$ cat config.mk
export PLATFORM = sky130hd
export DESIGN_NAME = axis_governor
export DESIGN_NICKNAME = d
export VERILOG_FILES = /design/src/rtl/axis_governor.sv
export SDC_FILE = /design/constraint.sdc
export NUM_CORES = 1
export LEC_CHECK = 0
export CELL_PAD_IN_SITES_DETAIL_PLACEMENT = 0
export CELL_PAD_IN_SITES_GLOBAL_PLACEMENT = 2
export CORE_ASPECT_RATIO = 1.1
export CORE_UTILIZATION = 26
export DETAILED_ROUTE_END_ITERATION = 7
export PLACE_DENSITY = 0.89
export SLEW_MARGIN = 0
export SYNTH_ARGS = -nofsm -noshare
export SYNTH_HDL_FRONTEND = slang
export SYNTH_SLANG_ARGS = --single-unit
$ cat constraint.sdc
create_clock -name clk -period 2.6 [get_ports clk]
set_input_delay 0.39 -clock clk [delete_from_list [all_inputs] [get_ports clk]]
set_output_delay 0.39 -clock clk [all_outputs]
set_load 0.005 [all_outputs]
$ cat src/rtl/axis_governor.sv
// AXI-Stream governor: passes, pauses, drops, single-steps or logs a stream
// under control of a daisy-chained 32-bit command bus. It can also inject a
// single flit between packets, and it keeps saturating pass/drop flit counters.
module axis_governor #(
    parameter int DATA_WIDTH = 32,
    parameter int ID_WIDTH   = 12,
    parameter int GOV_ID     = 0,
    parameter int CNT_WIDTH  = 16
) (
    input  logic                  clk,
    input  logic                  rst,
    input  logic [DATA_WIDTH-1:0] din_TDATA,
    input  logic                  din_TVALID,
    input  logic                  din_TLAST,
    output logic                  din_TREADY,
    output logic [DATA_WIDTH-1:0] dout_TDATA,
    output logic                  dout_TVALID,
    output logic                  dout_TLAST,
    input  logic                  dout_TREADY,
    output logic [DATA_WIDTH-1:0] log_TDATA,
    output logic                  log_TVALID,
    output logic                  log_TLAST,
    input  logic                  log_TREADY,
    input  logic [31:0]           cmd_in_TDATA,
    input  logic                  cmd_in_TVALID,
    output logic [31:0]           cmd_out_TDATA,
    output logic                  cmd_out_TVALID
);

    typedef enum logic [2:0] {
        MODE_PASS  = 3'd0,
        MODE_PAUSE = 3'd1,
        MODE_DROP  = 3'd2,
        MODE_STEP  = 3'd3,
        MODE_LOG   = 3'd4
    } mode_e;

    localparam logic [CNT_WIDTH-1:0] CNT_MAX = {CNT_WIDTH{1'b1}};

    mode_e                 mode_q, mode_d;
    logic [CNT_WIDTH-1:0]  step_q, step_d;
    logic [CNT_WIDTH-1:0]  pass_q, pass_d;
    logic [CNT_WIDTH-1:0]  drop_q, drop_d;
    logic                  inj_pend_q, inj_pend_d;
    logic                  inj_last_q, inj_last_d;
    logic                  inj_busy_q, inj_busy_d;
    logic [DATA_WIDTH-1:0] inj_data_q, inj_data_d;
    logic                  pkt_open_q, pkt_open_d;
    logic [31:0]           cmd_out_q, cmd_out_d;
    logic                  cmd_out_v_q, cmd_out_v_d;

    logic [ID_WIDTH-1:0]   cmd_id_s;
    logic [3:0]            cmd_addr_s;
    logic [15:0]           cmd_val_s;
    logic                  cmd_hit_s;
    logic                  injecting_s;
    logic                  din_fire_s;
    logic                  pass_fire_s;
    logic                  drop_fire_s;

    function automatic logic [CNT_WIDTH-1:0] sat_inc(input logic [CNT_WIDTH-1:0] c);
        return (c == CNT_MAX) ? c : c + {{(CNT_WIDTH-1){1'b0}}, 1'b1};
    endfunction

    assign cmd_id_s   = cmd_in_TDATA[20 +: ID_WIDTH];
    assign cmd_addr_s = cmd_in_TDATA[19:16];
    assign cmd_val_s  = cmd_in_TDATA[15:0];
    assign cmd_hit_s  = cmd_in_TVALID && (cmd_id_s == ID_WIDTH'(GOV_ID));

    // Once an injected flit is on dout it stays there until accepted, even if
    // the mode changes to PAUSE underneath it.
    assign injecting_s = inj_pend_q &&
                         (inj_busy_q || (!pkt_open_q && (mode_q != MODE_PAUSE)));

    // A din transfer that also produced a dout flit is a pass; otherwise a drop.
    assign din_fire_s  = din_TVALID && din_TREADY;
    assign pass_fire_s = din_fire_s && dout_TVALID;
    assign drop_fire_s = din_fire_s && !dout_TVALID;

    assign log_TDATA      = din_TDATA;
    assign log_TLAST      = din_TLAST;
    assign cmd_out_TDATA  = cmd_out_q;
    assign cmd_out_TVALID = rst && cmd_out_v_q;

    // Stream routing per mode; reset and injection override the mode.
    always_comb begin
        din_TREADY  = 1'b0;
        dout_TVALID = 1'b0;
        dout_TDATA  = din_TDATA;
        dout_TLAST  = din_TLAST;
        log_TVALID  = 1'b0;
        if (!rst) begin
            din_TREADY  = 1'b0;
            dout_TVALID = 1'b0;
        end else if (injecting_s) begin
            dout_TVALID = 1'b1;
            dout_TDATA  = inj_data_q;
            dout_TLAST  = inj_last_q;
        end else begin
            case (mode_q)
                MODE_PASS: begin
                    din_TREADY  = dout_TREADY;
                    dout_TVALID = din_TVALID;
                end
                MODE_DROP: begin
                    din_TREADY  = 1'b1;
                end
                MODE_STEP: begin
                    din_TREADY  = (step_q != '0) && dout_TREADY;
                    dout_TVALID = (step_q != '0) && din_TVALID;
                end
                MODE_LOG: begin
                    din_TREADY  = dout_TREADY && log_TREADY;
                    dout_TVALID = din_TVALID && dout_TREADY && log_TREADY;
                    log_TVALID  = din_TVALID && dout_TREADY && log_TREADY;
                end
                default: begin
                    din_TREADY  = 1'b0;
                    dout_TVALID = 1'b0;
                end
            endcase
        end
    end

    // Next-state: stream side effects first, then command writes, which win.
    always_comb begin
        pkt_open_d  = din_fire_s ? !din_TLAST : pkt_open_q;
        pass_d      = pass_fire_s ? sat_inc(pass_q) : pass_q;
        drop_d      = drop_fire_s ? sat_inc(drop_q) : drop_q;
        step_d      = (pass_fire_s && (mode_q == MODE_STEP)) ?
                      step_q - {{(CNT_WIDTH-1){1'b0}}, 1'b1} : step_q;
        mode_d      = ((mode_q == MODE_STEP) && (step_q == '0)) ? MODE_PAUSE : mode_q;
        inj_pend_d  = (injecting_s && dout_TREADY) ? 1'b0 : inj_pend_q;
        inj_busy_d  = injecting_s && !dout_TREADY;
        inj_last_d  = inj_last_q;
        inj_data_d  = inj_data_q;
        cmd_out_d   = cmd_in_TDATA;
        cmd_out_v_d = cmd_in_TVALID && !cmd_hit_s;
        if (cmd_hit_s) begin
            case (cmd_addr_s)
                4'd0: begin
                    if (cmd_val_s[2:0] <= 3'd4) begin
                        mode_d = mode_e'(cmd_val_s[2:0]);
                    end else begin
                        mode_d = mode_d;
                    end
                end
                4'd1: step_d = cmd_val_s[CNT_WIDTH-1:0];
                4'd2: begin
                    if (!injecting_s) begin
                        inj_data_d = DATA_WIDTH'(cmd_val_s);
                    end else begin
                        inj_data_d = inj_data_q;
                    end
                end
                4'd3: begin
                    if (!inj_pend_q) begin
                        inj_pend_d = 1'b1;
                        inj_last_d = cmd_val_s[0];
                    end else begin
                        inj_last_d = inj_last_q;
                    end
                end
                4'd4: begin
                    cmd_out_v_d = 1'b1;
                    cmd_out_d   = {cmd_in_TDATA[31:20], 4'h4,
                                   cmd_val_s[0] ? 16'(drop_q) : 16'(pass_q)};
                end
                4'd5: begin
                    pass_d = '0;
                    drop_d = '0;
                end
                default: cmd_out_v_d = 1'b0;
            endcase
        end else begin
            cmd_out_d = cmd_in_TDATA;
        end
    end

    // State registers with synchronous active-low reset.
    always_ff @(posedge clk) begin
        if (!rst) begin
            mode_q      <= MODE_PASS;
            step_q      <= '0;
            pass_q      <= '0;
            drop_q      <= '0;
            inj_pend_q  <= 1'b0;
            inj_last_q  <= 1'b0;
            inj_busy_q  <= 1'b0;
            inj_data_q  <= '0;
            pkt_open_q  <= 1'b0;
            cmd_out_q   <= 32'h0;
            cmd_out_v_q <= 1'b0;
        end else begin
            mode_q      <= mode_d;
            step_q      <= step_d;
            pass_q      <= pass_d;
            drop_q      <= drop_d;
            inj_pend_q  <= inj_pend_d;
            inj_last_q  <= inj_last_d;
            inj_busy_q  <= inj_busy_d;
            inj_data_q  <= inj_data_d;
            pkt_open_q  <= pkt_open_d;
            cmd_out_q   <= cmd_out_d;
            cmd_out_v_q <= cmd_out_v_d;
        end
    end

endmodule

==> qor.tcl <==
set qor(status) {completed}
set qor(postSynthRegisterBits) 104
set qor(top_layer) {met4}
set qor(clk_latency_ns) 0.36
set qor(path_category_of_the_worst_min_delay_check) {reg -> reg}
set qor(timing.hold.ws_ns) 0.4502
set qor(cts_buffer_depth) 2
set qor(syn_nets) 719
set qor(pin_count_of_the_biggest_net_entering_global_routing) 40
set qor(power.density_nw_per_um2) 419.0
set qor(placer_s_final_routability_congestion_estimate) 0.7980
set qor(syn-instance-count) 645
set qor(placement.cell_area_um2) 7590
set qor(yosysSeqAreaShare_pct) 38.59
set qor(gr-usage-all-layers_pct) 16.43
set qor(swShare_pct) 23.77
set qor(dr_wl_met3_um) 621
set qor(power_share_of_the_clock_group_pct) 38.3
set qor(timing.setup.critical_path_class) {reg -> out}
set qor(fp.dieH_um) 153.1
set qor(crit_top_cell) {sky130_fd_sc_hd__buf_6}
set qor(io_pins) 173
set qor(report.final.hold_viol_count) 0
set qor(stdcell_area_um2) 8049
set qor(totalPowerFinal_uw) 3372
set qor(post_drt_via_cell_ratio) 4.833
set qor(drt_pass1_iterations) 5
set qor(grt_setup_unrepaired) {yes}
set qor(met2RoutedLength_mm) 8.253
set qor(part_of_the_total_power_dissipated_in_sequential_elements_pct) 48.4
set qor(synth_top_cell_area_share_pct) 38.59
set qor(grt_overflow_total) 0
set qor(path_cells) {or4b_4 -> and3_4 -> nand2_8 -> buf_8 -> buf_6 -> mux2_4 -> buf_6}
set qor(postSynthAreaPerCell_um2) 8.365
set qor(crit_end_element) {output pin}
set qor(flow.area_growth_from_synthesis_pct) 49.19
set qor(critical_path_data_required_time_ns) 2.21
set qor(io_buffer_count) 172
set qor(synth-main-ff-cell) {sky130_fd_sc_hd__dfxtp_1}
set qor(floorplan.rows) 54
set qor(yosys-top-cells-area) {sky130_fd_sc_hd__dfxtp_1 (39%), sky130_fd_sc_hd__mux2_2 (6.1%), sky130_fd_sc_hd__a21oi_1 (6.0%), sky130_fd_sc_hd__nand2_1 (5.9%), sky130_fd_sc_hd__buf_4 (4.6%)}
set qor(share_comb_of_total_power_pct) 13.3
set qor(setup-violations-final) 0
set qor(worstRegToRegCells) 9
set qor(worstPathArrival_ns) 2.20
set qor(wirelength_mm) 17.13
set qor(clk_pin_slew_ns) 0.07
set qor(placedCellCount) 1064
set qor(asyncSetResetFlopFracSynth_pct) 0
set qor(irDropWorstVdd_v) 0.0002623
set qor(cts-hold-fix-buffers) 0
set qor(synth_top_area_cell) {sky130_fd_sc_hd__dfxtp_1}
set qor(post_synth_instance_area_um2) 5395
set qor(fin_crit_sh_pct) 99.50
set qor(netlist-cell-type-count) 58
set qor(synth-edff-count) 0
set qor(endpoint_of_the_lowest_slack_register_to_register_path) {drop_q[7]$_SDFF_PN0_}
set qor(setup.worst_path.start_class) {flip-flop}
set qor(remaining_drc_errors) 0
set qor(critical-path-max-stage-delay_ns) 0.52
set qor(final_net_count) 907
set qor(worst_hold_path.endpoint) {inj_data_q[6]$_SDFFE_PN0P_}
set qor(share_of_cells_above_drive_strength_1_pct) 19.47
set qor(layout.cells.most_common) {sky130_fd_sc_hd__clkdlybuf4s50_1}
set qor(ctsHtreeMaxLevel) 3
set qor(drv_cap) 0
set qor(most-common-layout-cells) {sky130_fd_sc_hd__clkdlybuf4s50_1 (136), sky130_fd_sc_hd__dfxtp_1 (101), sky130_fd_sc_hd__nand2_1 (84), sky130_fd_sc_hd__a21oi_1 (65), sky130_fd_sc_hd__buf_4 (60)}
set qor(int_power_uw) 2571
set qor(ctsRootBufferMaster) {sky130_fd_sc_hd__clkbuf_16}
set qor(min_period_ns) 2.587
set qor(num_vias) 5263
set qor(number_of_global_route_vias_before_repair) 5066
set qor(initial_core_util_pct) 26.89
set qor(die_area_um2) 21330
set qor(cts_tree) {built}
set qor(max_freq_mhz) 386.5
set qor(critical-path-slowest-cell) {sky130_fd_sc_hd__or4b_4}
set qor(antenna_violating_nets_post_route) 0
set qor(post-dp-hpwl_mm) 12.54
set qor(ff2ff_setup_slack_ns) 0.17
set qor(cts-buffers-inserted) 9
set qor(initial_antenna_violation_count) 0
set qor(chipWidth_um) 139.3
set qor(min_from) {inj_data_q[6]$_SDFFE_PN0P_}
set qor(fin_cells) 1089
set qor(number_of_cells_traversed_by_the_worst_hold_path) 2
set qor(skew_ns) 0.01076
set qor(cts_num_sinks) 104
set qor(detail_route.wl_per_cell_um) 15.73
set qor(slew_headroom_pct) 62.79
set qor(maxSlewViolCount) 0
set qor(net-switching-power_uw) 801.7
set qor(timing.critical_path.fanout_max) 5
set qor(leakage_uw) 0.003042
set qor(drt_iter0_markers) 312
set qor(antennaDiodeCount) 0
set qor(global_route_wire_length_before_repair_mm) 27.69
set qor(floorplan.core_area_um2) 20070
set qor(worst_pin_slew_ns) 0.5441
set qor(met1_length_mm) 7.953
set qor(synth_warnings) 0
set qor(postLayoutCoreUtil_pct) 40.11
set qor(r2r_start) {mode_q[1]$_SDFF_PN0_}
[power groups by stage]
| stage | Combinational, µW | Sequential (µW) | Clock (µW) |
|---|---|---|---|
| CTS | 447 | 1630 | 1330 |
| global placement | 456 | 1670 | 0 |
| global route | 479 | 1630 | 1380 |
| detailed placement | 454 | 1670 | 0 |
| floorplan | 145 | 1670 | 0 |
| finish | 449 | 1630 | 1290 |
[per-layer routing]
metal | up-vias | GRT usage (%)
met5 | - | 0
met1 | 2511 | 21.36
li1 | 2620 | -
met2 | 114 | 27.42
met4 | 0 | 6.138
met3 | 18 | 2.412
[kinds of logic (layout without fill, tap and decap cells)]
kind of cell             after synthesis  after routing  share of synthesized area (%)
AO/OA/AOI/OAI                        125            125                          13.84
XOR/XNOR                              23             23                          3.734
adder cells (fa/ha/maj)                3              3                         0.6958
buffers and inverters                 80            272                          8.441
flip-flops                           104            104                          38.59
multiplexers                          35             35                          7.166
AND/OR/NAND/NOR                      275            275                          27.53
[worst max path at each step]
stage	from	to	slack, ns	depth (start not counted)
after floorplan	mode_q[2]$_SDFF_PN0_	dout_TDATA[13]	0.19	7
after global placement	cmd_in_TDATA[27]	step_q[5]$_SDFF_PN0_	-0.20	7
after detailed placement	cmd_in_TDATA[27]	inj_last_q$_SDFFE_PN0P_	-0.20	8
after CTS	mode_q[1]$_SDFF_PN0_	dout_TDATA[8]	-0.08	8
after global routing	mode_q[1]$_SDFF_PN0_	dout_TDATA[13]	-0.05	7
final	mode_q[1]$_SDFF_PN0_	dout_TDATA[13]	0.01	7
[flip-flops by register name, summed over array words and instances (netlist names), 3 cells and up]
| name | cells |
|---|---|
| cmd_out_TDATA | 32 |
| drop_q | 16 |
| inj_data_q | 16 |
| mode_q | 3 |
| pass_q | 16 |
| step_q | 16 |
[critical path, delay by kind of cell, from the launching register on]
family                 cells  cell delay, ns
DFF                        1            0.32
and+or+nand+nor            3            0.85
buffers and inverters      3            0.37
muxes                      1            0.29
[cell usage after synthesis (3+ instances only)]
master	number
sky130_fd_sc_hd__o211ai_1	3
sky130_fd_sc_hd__a31oi_1	4
sky130_fd_sc_hd__nand3b_1	5
sky130_fd_sc_hd__mux2_2	29
sky130_fd_sc_hd__a21oi_1	65
sky130_fd_sc_hd__xnor2_1	6
sky130_fd_sc_hd__nor3b_1	3
sky130_fd_sc_hd__nand3_1	21
sky130_fd_sc_hd__a311oi_1	3
sky130_fd_sc_hd__xor2_1	17
sky130_fd_sc_hd__o21ai_0	30
sky130_fd_sc_hd__dfxtp_1	104
sky130_fd_sc_hd__and4_1	5
sky130_fd_sc_hd__ha_1	3
sky130_fd_sc_hd__nand4_1	19
sky130_fd_sc_hd__buf_4	33
sky130_fd_sc_hd__nor2_1	37
sky130_fd_sc_hd__nand2_1	85
sky130_fd_sc_hd__or4_1	6
sky130_fd_sc_hd__mux2i_1	6
sky130_fd_sc_hd__nor3_1	13
sky130_fd_sc_hd__clkbuf_1	25
sky130_fd_sc_hd__inv_1	11
sky130_fd_sc_hd__and3_1	7
sky130_fd_sc_hd__or3_1	11
sky130_fd_sc_hd__a211oi_1	5
sky130_fd_sc_hd__nand4b_1	4
sky130_fd_sc_hd__and2_1	34
sky130_fd_sc_hd__nor4_1	6
sky130_fd_sc_hd__buf_6	3
sky130_fd_sc_hd__or2_2	4
sky130_fd_sc_hd__buf_2	7
[repair_timing]
item	4_1_cts	5_1_grt
setup endpoints to repair	36	24
buffers inserted	9	1
resized for setup	106	21
cloned	2	0
pin swaps	3	0
[through the flow]
step                      setup slack (ns)  TNS, ns
after detailed placement           -0.1986   -5.360
after global placement             -0.2039   -5.955
final                              0.01290        0
after global routing              -0.04854  -0.1590
after CTS                         -0.07678  -0.6450
after floorplan                     0.1928        0
[layout make-up]
cell class	instances	area [µm²]
clock buffer	10	239.0
clock inverter	5	31.28
fill	2004	12020
inverter	11	41.29
multi-input combinational	461	2959
sequential	104	2086
tap	252	315.3
timing repair buffer	246	2377
(Power assumes the default switching activity.)
